### config.mk
export PLATFORM = sky130hd
export DESIGN_NAME = m_axi4l_master
export DESIGN_NICKNAME = d
export VERILOG_FILES = /design/src/rtl/axi4l_pkg.sv /design/src/rtl/m_axi4l_master.sv
export SDC_FILE = /design/constraint.sdc
export NUM_CORES = 1
export LEC_CHECK = 0
export CORE_MARGIN = 2
export CORE_UTILIZATION = 35
export CTS_CLUSTER_SIZE = 12
export DETAILED_ROUTE_END_ITERATION = 10
export GPL_TIMING_DRIVEN = 0
export PLACE_DENSITY = 0.78
export SETUP_SLACK_MARGIN = 0.02
export SLEW_MARGIN = 10
export SYNTH_ARGS = -nofsm -noshare
export SYNTH_HDL_FRONTEND = slang
export SYNTH_SLANG_ARGS = --single-unit
### constraint.sdc
create_clock -name i_axi_clock -period 3.1 [get_ports i_axi_clock]
set_clock_uncertainty 0.15 [all_clocks]
set_input_delay 0.93 -clock i_axi_clock [delete_from_list [all_inputs] [get_ports i_axi_clock]]
set_output_delay 0.93 -clock i_axi_clock [all_outputs]
set_load 0.02 [all_outputs]
### src/rtl/axi4l_pkg.sv
// Shared AXI4-Lite definitions for the master and any neighbouring blocks.
//
// Contents:
//   axi4l_state_t - transaction FSM states of m_axi4l_master
//   axi4l_resp_t  - AXI response codes (OKAY, EXOKAY, SLVERR, DECERR)
//   resp_is_err   - true for any response other than OKAY
package axi4l_pkg;

  typedef enum logic [2:0] {
    IDLE,
    WR_ADDR_DATA,
    WR_RESP,
    RD_ADDR,
    RD_DATA,
    RSP
  } axi4l_state_t;

  typedef enum logic [1:0] {
    RESP_OKAY   = 2'b00,
    RESP_EXOKAY = 2'b01,
    RESP_SLVERR = 2'b10,
    RESP_DECERR = 2'b11
  } axi4l_resp_t;

  function automatic logic resp_is_err(input logic [1:0] resp);
    return resp != RESP_OKAY;
  endfunction

endpackage

### src/rtl/m_axi4l_master.sv
// AXI4-Lite master: turns a simple valid/ready command into a single AXI4-Lite
// read or write and returns the result on a valid/ready response port.
// Only one transaction is in flight at a time.
//
// Ports:
//   i_axi_clock, i_axi_areset          - clock, async active-high reset
//   i_cmd_* / o_cmd_ready              - command (write flag, addr, wdata, wstrb)
//   o_rsp_* / i_rsp_ready              - response (write flag, read data, resp)
//   o_axi_aw* / o_axi_w* / *_b*        - AXI write address, data, response
//   o_axi_ar* / *_rdata*, i_axi_rresp  - AXI read address and data
//   o_wr_count, o_rd_count, o_err_count - completed write/read/error counts
//                                         (only with M_AXI4L_MASTER_STATS_EN)
//
// Optional feature: define M_AXI4L_MASTER_STATS_EN to add the statistics
// counters; without it the block is otherwise identical.
module m_axi4l_master
  import axi4l_pkg::*;
#(
  parameter int ADDR_WIDTH = 4,
  parameter int DATA_WIDTH = 32
) (
  input  logic                    i_axi_clock,
  input  logic                    i_axi_areset,
  input  logic                    i_cmd_valid,
  output logic                    o_cmd_ready,
  input  logic                    i_cmd_write,
  input  logic [ADDR_WIDTH-1:0]   i_cmd_addr,
  input  logic [DATA_WIDTH-1:0]   i_cmd_wdata,
  input  logic [DATA_WIDTH/8-1:0] i_cmd_wstrb,
  output logic                    o_rsp_valid,
  input  logic                    i_rsp_ready,
  output logic                    o_rsp_write,
  output logic [DATA_WIDTH-1:0]   o_rsp_data,
  output logic [1:0]              o_rsp_resp,
  output logic [ADDR_WIDTH-1:0]   o_axi_awaddr,
  output logic [2:0]              o_axi_awprot,
  output logic                    o_axi_awaddr_valid,
  input  logic                    i_axi_awaddr_ready,
  output logic [DATA_WIDTH-1:0]   o_axi_wdata,
  output logic [DATA_WIDTH/8-1:0] o_axi_wstrb,
  output logic                    o_axi_wdata_valid,
  input  logic                    i_axi_wdata_ready,
  input  logic [1:0]              i_axi_bresp,
  input  logic                    i_axi_bvalid,
  output logic                    o_axi_bready,
  output logic [ADDR_WIDTH-1:0]   o_axi_araddr,
  output logic [3:0]              o_axi_arcache,
  output logic [2:0]              o_axi_arprot,
  output logic                    o_axi_araddr_valid,
  input  logic                    i_axi_araddr_ready,
  input  logic [DATA_WIDTH-1:0]   i_axi_rdata,
  input  logic [1:0]              i_axi_rresp,
  input  logic                    i_axi_rdata_valid,
  output logic                    o_axi_rdata_ready
`ifdef M_AXI4L_MASTER_STATS_EN
  ,
  output logic [15:0]             o_wr_count,
  output logic [15:0]             o_rd_count,
  output logic [15:0]             o_err_count
`endif
);

  axi4l_state_t state_q, state_d;

  logic [ADDR_WIDTH-1:0]   addr_q;
  logic [DATA_WIDTH-1:0]   wdata_q;
  logic [DATA_WIDTH/8-1:0] wstrb_q;
  logic                    write_q;
  logic                    aw_done_q;
  logic                    w_done_q;
  logic [DATA_WIDTH-1:0]   rsp_data_q;
  logic [1:0]              rsp_resp_q;

  logic cmd_accept;
  logic aw_hs, w_hs, b_hs, ar_hs, r_hs;

  // Every output is a decode of the state plus registered payload, so an
  // asynchronous reset drops all VALID/READY lines in the same cycle.
  // AW and W each drop independently once their own handshake is recorded.
  assign o_cmd_ready        = (state_q == IDLE);
  assign o_axi_awaddr_valid = (state_q == WR_ADDR_DATA) && !aw_done_q;
  assign o_axi_wdata_valid  = (state_q == WR_ADDR_DATA) && !w_done_q;
  assign o_axi_bready       = (state_q == WR_RESP);
  assign o_axi_araddr_valid = (state_q == RD_ADDR);
  assign o_axi_rdata_ready  = (state_q == RD_DATA);
  assign o_rsp_valid        = (state_q == RSP);

  assign o_axi_awaddr  = addr_q;
  assign o_axi_araddr  = addr_q;
  assign o_axi_wdata   = wdata_q;
  assign o_axi_wstrb   = wstrb_q;
  assign o_axi_awprot  = 3'b000;
  assign o_axi_arprot  = 3'b000;
  assign o_axi_arcache = 4'b0000;
  assign o_rsp_write   = write_q;
  assign o_rsp_data    = rsp_data_q;
  assign o_rsp_resp    = rsp_resp_q;

  assign cmd_accept = i_cmd_valid && o_cmd_ready;
  assign aw_hs      = o_axi_awaddr_valid && i_axi_awaddr_ready;
  assign w_hs       = o_axi_wdata_valid && i_axi_wdata_ready;
  assign b_hs       = i_axi_bvalid && o_axi_bready;
  assign ar_hs      = o_axi_araddr_valid && i_axi_araddr_ready;
  assign r_hs       = i_axi_rdata_valid && o_axi_rdata_ready;

  // State register; reset abandons whatever transaction was in flight.
  always_ff @(posedge i_axi_clock or posedge i_axi_areset) begin
    if (i_axi_areset) begin
      state_q <= IDLE;
    end else begin
      state_q <= state_d;
    end
  end

  // Next-state logic. The write phase finishes once both AW and W have been
  // accepted, whether earlier (done flag) or on this very edge (handshake).
  always_comb begin
    state_d = state_q;
    case (state_q)
      IDLE:         if (cmd_accept) state_d = i_cmd_write ? WR_ADDR_DATA : RD_ADDR;
      WR_ADDR_DATA: if ((aw_done_q || aw_hs) && (w_done_q || w_hs)) state_d = WR_RESP;
      WR_RESP:      if (b_hs) state_d = RSP;
      RD_ADDR:      if (ar_hs) state_d = RD_DATA;
      RD_DATA:      if (r_hs) state_d = RSP;
      RSP:          if (i_rsp_ready) state_d = IDLE;
      default:      state_d = IDLE;
    endcase
  end

  // Command payload is captured on acceptance and held for the whole
  // transaction, which keeps AXI payloads stable while VALID is high.
  // The response is captured from B or R and held until the handshake.
  always_ff @(posedge i_axi_clock or posedge i_axi_areset) begin
    if (i_axi_areset) begin
      addr_q     <= '0;
      wdata_q    <= '0;
      wstrb_q    <= '0;
      write_q    <= 1'b0;
      aw_done_q  <= 1'b0;
      w_done_q   <= 1'b0;
      rsp_data_q <= '0;
      rsp_resp_q <= 2'b00;
    end else begin
      if (cmd_accept) begin
        addr_q    <= i_cmd_addr;
        wdata_q   <= i_cmd_wdata;
        wstrb_q   <= i_cmd_wstrb;
        write_q   <= i_cmd_write;
        aw_done_q <= 1'b0;
        w_done_q  <= 1'b0;
      end
      if (aw_hs) aw_done_q <= 1'b1;
      if (w_hs)  w_done_q  <= 1'b1;
      if (b_hs) begin
        rsp_data_q <= '0;
        rsp_resp_q <= i_axi_bresp;
      end
      if (r_hs) begin
        rsp_data_q <= i_axi_rdata;
        rsp_resp_q <= i_axi_rresp;
      end
    end
  end

`ifdef M_AXI4L_MASTER_STATS_EN
  logic [15:0] wr_count_q, rd_count_q, err_count_q;

  assign o_wr_count  = wr_count_q;
  assign o_rd_count  = rd_count_q;
  assign o_err_count = err_count_q;

  // Counters step on the edge that enters RSP (the B or R handshake) and
  // wrap naturally at 16 bits.
  always_ff @(posedge i_axi_clock or posedge i_axi_areset) begin
    if (i_axi_areset) begin
      wr_count_q  <= '0;
      rd_count_q  <= '0;
      err_count_q <= '0;
    end else begin
      if (b_hs) wr_count_q <= wr_count_q + 16'd1;
      if (r_hs) rd_count_q <= rd_count_q + 16'd1;
      if ((b_hs && resp_is_err(i_axi_bresp)) || (r_hs && resp_is_err(i_axi_rresp)))
        err_count_q <= err_count_q + 16'd1;
    end
  end
`endif

endmodule

# Word level (Yosys, flattened, before mapping)
# Index checks and enable logic that the tools add are counted.
# word_totals
ff_bits,80
elab_cells,53
# classes
eq_ne,11
n_mux,15
n_reduce_logical,18
# ops
operator,n
$mux W32,2
$mux W3,6
$pmux W3 S6,1
$ne A2 B1 Y1 const B,6
$logic_and A1 B1 Y1,9
$eq A3 B2 Y1 const B,2
$eq A3 B3 Y1 const B,2
$mux W2,3
$reduce_and A6 Y1,1
$reduce_bool A2 Y1,3
$eq A3 B1 Y1 const B,1
$logic_not A3 Y1,1
$mux W1,3
$logic_not A1 Y1,2
$logic_or A1 B1 Y1,2

# Longest topological paths before layout
# depth
ltp_word,7
mapped_depth,7
ltp_nobuf,4

# Worst setup path after synthesis
# Ideal clock, no wire load.
# synth_timing
kind,reg2out
start,register state_q[0]
end,output o_axi_awaddr_valid
t_arrival_ns,1.366
t_required_ns,2.020
setup_slack_ns,0.654
stages_incl_launch_ff,5
path_buffers,2
cell_sequence,dfrtp_1 -> buf_2 -> buf_2 -> or3b_2 -> nor2_1
# synth_via
elab_chain_len,2
# synth_rtl
element,line_no,rtl
from (decl),m_axi4l_master.sv:63,"axi4l_state_t state_q, state_d;"
from (signal assigned),m_axi4l_master.sv:111,state_q <= state_d;
$eq A3 B1 Y1,m_axi4l_master.sv:81,assign o_axi_awaddr_valid = (state_q == WR_ADDR_DATA) && !aw_done_q;
$logic_and A1 B1 Y1,m_axi4l_master.sv:81,
to (decl),m_axi4l_master.sv:37,"output logic o_axi_awaddr_valid,"
# No other way between the ends.

# Worst setup path in the final report
# layout_timing
start,register state_q[2]
end,output o_axi_bready
# layout_via
elab_chain_len,1
# layout_rtl
element,line_no,rtl
$eq A3 B2 Y1,m_axi4l_master.sv:83,assign o_axi_bready = (state_q == WR_RESP);
to (decl),m_axi4l_master.sv:45,"output logic o_axi_bready,"
# No other way between the ends.

==> impl_metrics.py <==
metrics = {
    "run_status": {
        "status": "finished clean",
    },
    "yosys": {
        "synth.ff_latch_count": 80,
        "avgSynthCellArea_um2": 14.0,
        "ys_seq_area_share_pct": 61.2,
        "synth_cells": 233,
        "synth_cell_types": 29,
        "yosys_warnings": 0,
        "synthTopCellsByArea": "dfrtp_1 (61%), mux2_1 (13%), a22o_1 (8.8%)",
        "syn_area_um2": 3270,
        "synth.top_cell.area_share_pct": 61.2,
        "synth_top_area_cell": "dfrtp_1",
    },
    "sta": {
        "drv_slew": 0,
        "timing.final.ws_setup_ns": 0.198,
        "fin_tns_setup_ns": 0,
        "setup_viol": 0,
        "finalCriticalPeriod_ns": 2.90,
        "fmax_mhz": 345,
        "hold_viol_final": 0,
        "rsz0062_at_grt": "false",
        "period_share_pct": 93.6,
    },
    "finish": {
        "fin_area_um2": 5390,
        "layout_commonest_cell": "clkdlybuf4s50_1",
        "area_growth_pct": 64.8,
        "antennaDiodeCount": 0,
        "mostFrequentLayoutCells": "clkdlybuf4s50_1 (169), dfrtp_1 (80), mux2_1 (39)",
        "nets": 512,
        "finalNonFillerCells": 542,
        "drive_gt1_share_pct": 12.5,
    },
    "die": {
        "die_height_um": 101,
        "initial_core_util_pct": 35.7,
        "boundaryPins": 182,
        "coreArea_um2": 9150,
        "die_area_um2": 10100,
        "num_rows": 35,
        "fp.dieW_um": 101,
    },
    "grt": {
        "grt_max_degree": 38,
        "grt_overflow_total": 0,
        "grt_pass1_vias": 2654,
        "antenna_found_initial": 0,
        "grt_pass1_wl_um": 12700,
        "track_usage_pct": 15.8,
    },
    "critical_path": {
        "cp.arrival_ns": 1.82,
        "path_buf_inv": 2,
        "rrSetupSlack_ns": 1.20,
        "endpoint_kind": "output pin",
        "crit_type": "reg -> out",
        "r2r-end": "state_q[1]",
        "path_max_fanout": 10,
        "r2r_start": "state_q[2]",
        "slowest_delay_ns": 0.61,
        "path_cells": "buf_2 > nand2b_1 > nor2_1 > clkdlybuf4s50_1",
        "ff2ff_path_depth": 5,
        "slowest_stage": "clkdlybuf4s50_1",
        "critPathTopFamily": "buffers and inverters",
        "cp.required_ns": 2.02,
        "critPathLaunchType": "flop",
    },
    "clocking": {
        "clock-sinks": 80,
        "clock_latency_ns": 0.33,
        "post-cts-setup-buffer-count": 0,
        "htree_levels": 3,
        "cts_tree": "done",
        "numCtsBuffers": 9,
        "clk_pin_slew_ns": 0.08,
        "clock_path_buffers": 2,
        "root_buffer": "clkbuf_8",
    },
    "power_and_ir_drop": {
        "swShare_pct": 37.1,
        "pwr-share-clk_pct": 14.2,
        "p_comb_share_pct": 52.2,
        "p_leak_nw": 2.36,
        "power.total_mw": 5.47,
        "p_per_area_nw_per_um2": 1010,
        "ir_worst_vdd_mv": 0.432,
        "internal_power_mw": 3.44,
        "seqPwrFrac_pct": 33.5,
        "p_sw_mw": 2.03,
    },
    "route": {
        "num_vias": 2523,
        "final_antenna_net_count": 0,
        "wl_um": 8050,
        "dr.pass1.iters": 4,
        "post-route-drc-count": 0,
        "wire_per_inst_um": 14.8,
        "vias_per_cell": 4.65,
        "drtIter0Drc": 54,
    },
    "placed_design": {
        "dp_hpwl_um": 6230,
        "placed_cells": 526,
        "placed_area_um2": 5200,
        "dp_slack_ns": 0.132,
        "finalWeightedCongestion": 0.736,
        "io_buffer_count": 171,
    },
    "job": {
        "maxCapViolations": 0,
    },
    "min_path": {
        "hp-class": "reg -> reg",
        "min_path_cells": 1,
        "hold_path_startpoint": "o_axi_wdata[28]",
        "hold_end": "o_axi_wdata[28]",
    },
}
## stage by stage
stage | hold slack [ns] | utilization, %
finish | 0.339 | 58.9
global route | 0.354 | 58.9
CTS | 0.344 | 59.0
detailed placement | 0.325 | 56.8
global placement | 0.316 | 56.4
floorplan | 0.323 | -
## worst register-to-register path, stage by stage (launching register included)
cell	delay, ns
dfrtp_1	0.43
buf_2	0.20
nor4b_1	0.44
a211oi_2	0.09
o21a_1	0.16
mux2_1	0.32
## cell usage after synthesis (all sizes together)
master / count
dfrtp: 80
mux2: 42
a22o: 33
buf: 28
nand2: 6
inv: 4
mux2i: 4
nor2: 4
o21ai: 4
a21oi: 3
and2: 3
nor3: 3
nor3b: 3
a31oi: 2
clkbuf: 2
nand2b: 2
nor4b: 2
a211oi: 1
and3b: 1
conb: 1
nor2b: 1
o21a: 1
o22ai: 1
o2bb2ai: 1
or3b: 1
## how the worst max path moves through the flow
stage,start,depth (start not counted),to
detailed placement,state_q[0],5,o_axi_awaddr_valid
finish,state_q[2],4,o_axi_bready
floorplan,state_q[0],4,o_axi_awaddr_valid
global route,state_q[0],5,o_axi_wdata_valid
global placement,state_q[0],5,o_axi_wdata_valid
CTS,state_q[0],5,o_axi_awaddr_valid
## what timing repair did
| item | in CTS | in global routing |
|---|---|---|
| setup endpoints to repair | 2 | 2 |
| hold buffers | 0 | 0 |
| gates resized for setup | 2 | 4 |
## final cells by class
class / count / area [um^2]
fillers: 757 / 3760
flip-flops and latches: 80 / 2000
repair buffers: 173 / 1740
multi-input cells: 128 / 1070
plain buffers: 30 / 218
well taps: 111 / 139
clock buffers: 9 / 124
clock inverters: 7 / 77.6
inverters: 4 / 18.8
## sequential cells by signal (all words and copies together), names as in the netlist
name / flops
o_rsp_data: 32
aw_done_q: 1
o_rsp_resp: 2
o_rsp_write: 1
state_q: 3
o_axi_araddr: 4
w_done_q: 1
o_axi_wstrb: 4
o_axi_wdata: 32
## cell families after synthesis
group / after synthesis / share of synthesized area [%]
AOI/OAI and AO/OA: 46 / 11.4
buffers and inverters: 34 / 7.12
DFF: 80 / 61.2
muxes: 46 / 15.7
other: 1 / 0.115
and+or+nand+nor: 26 / 4.51
## layer usage
metal	GRT usage, %	part of all wire [%]
met1	18.6	40
met2	27.1	48
met3	4.85	9.6
met4	6.22	1.7
met5	0	0
## power groups by stage
stage	Sequential, mW	Combinational, mW	Clock [mW]
floorplan	2.41	0.929	0
CTS	1.84	2.89	0.803
finish	1.83	2.85	0.779
global placement	1.83	2.84	0
detailed placement	1.84	2.90	0
global route	1.91	3.04	0.859
Power figures use the tool's default switching activity.
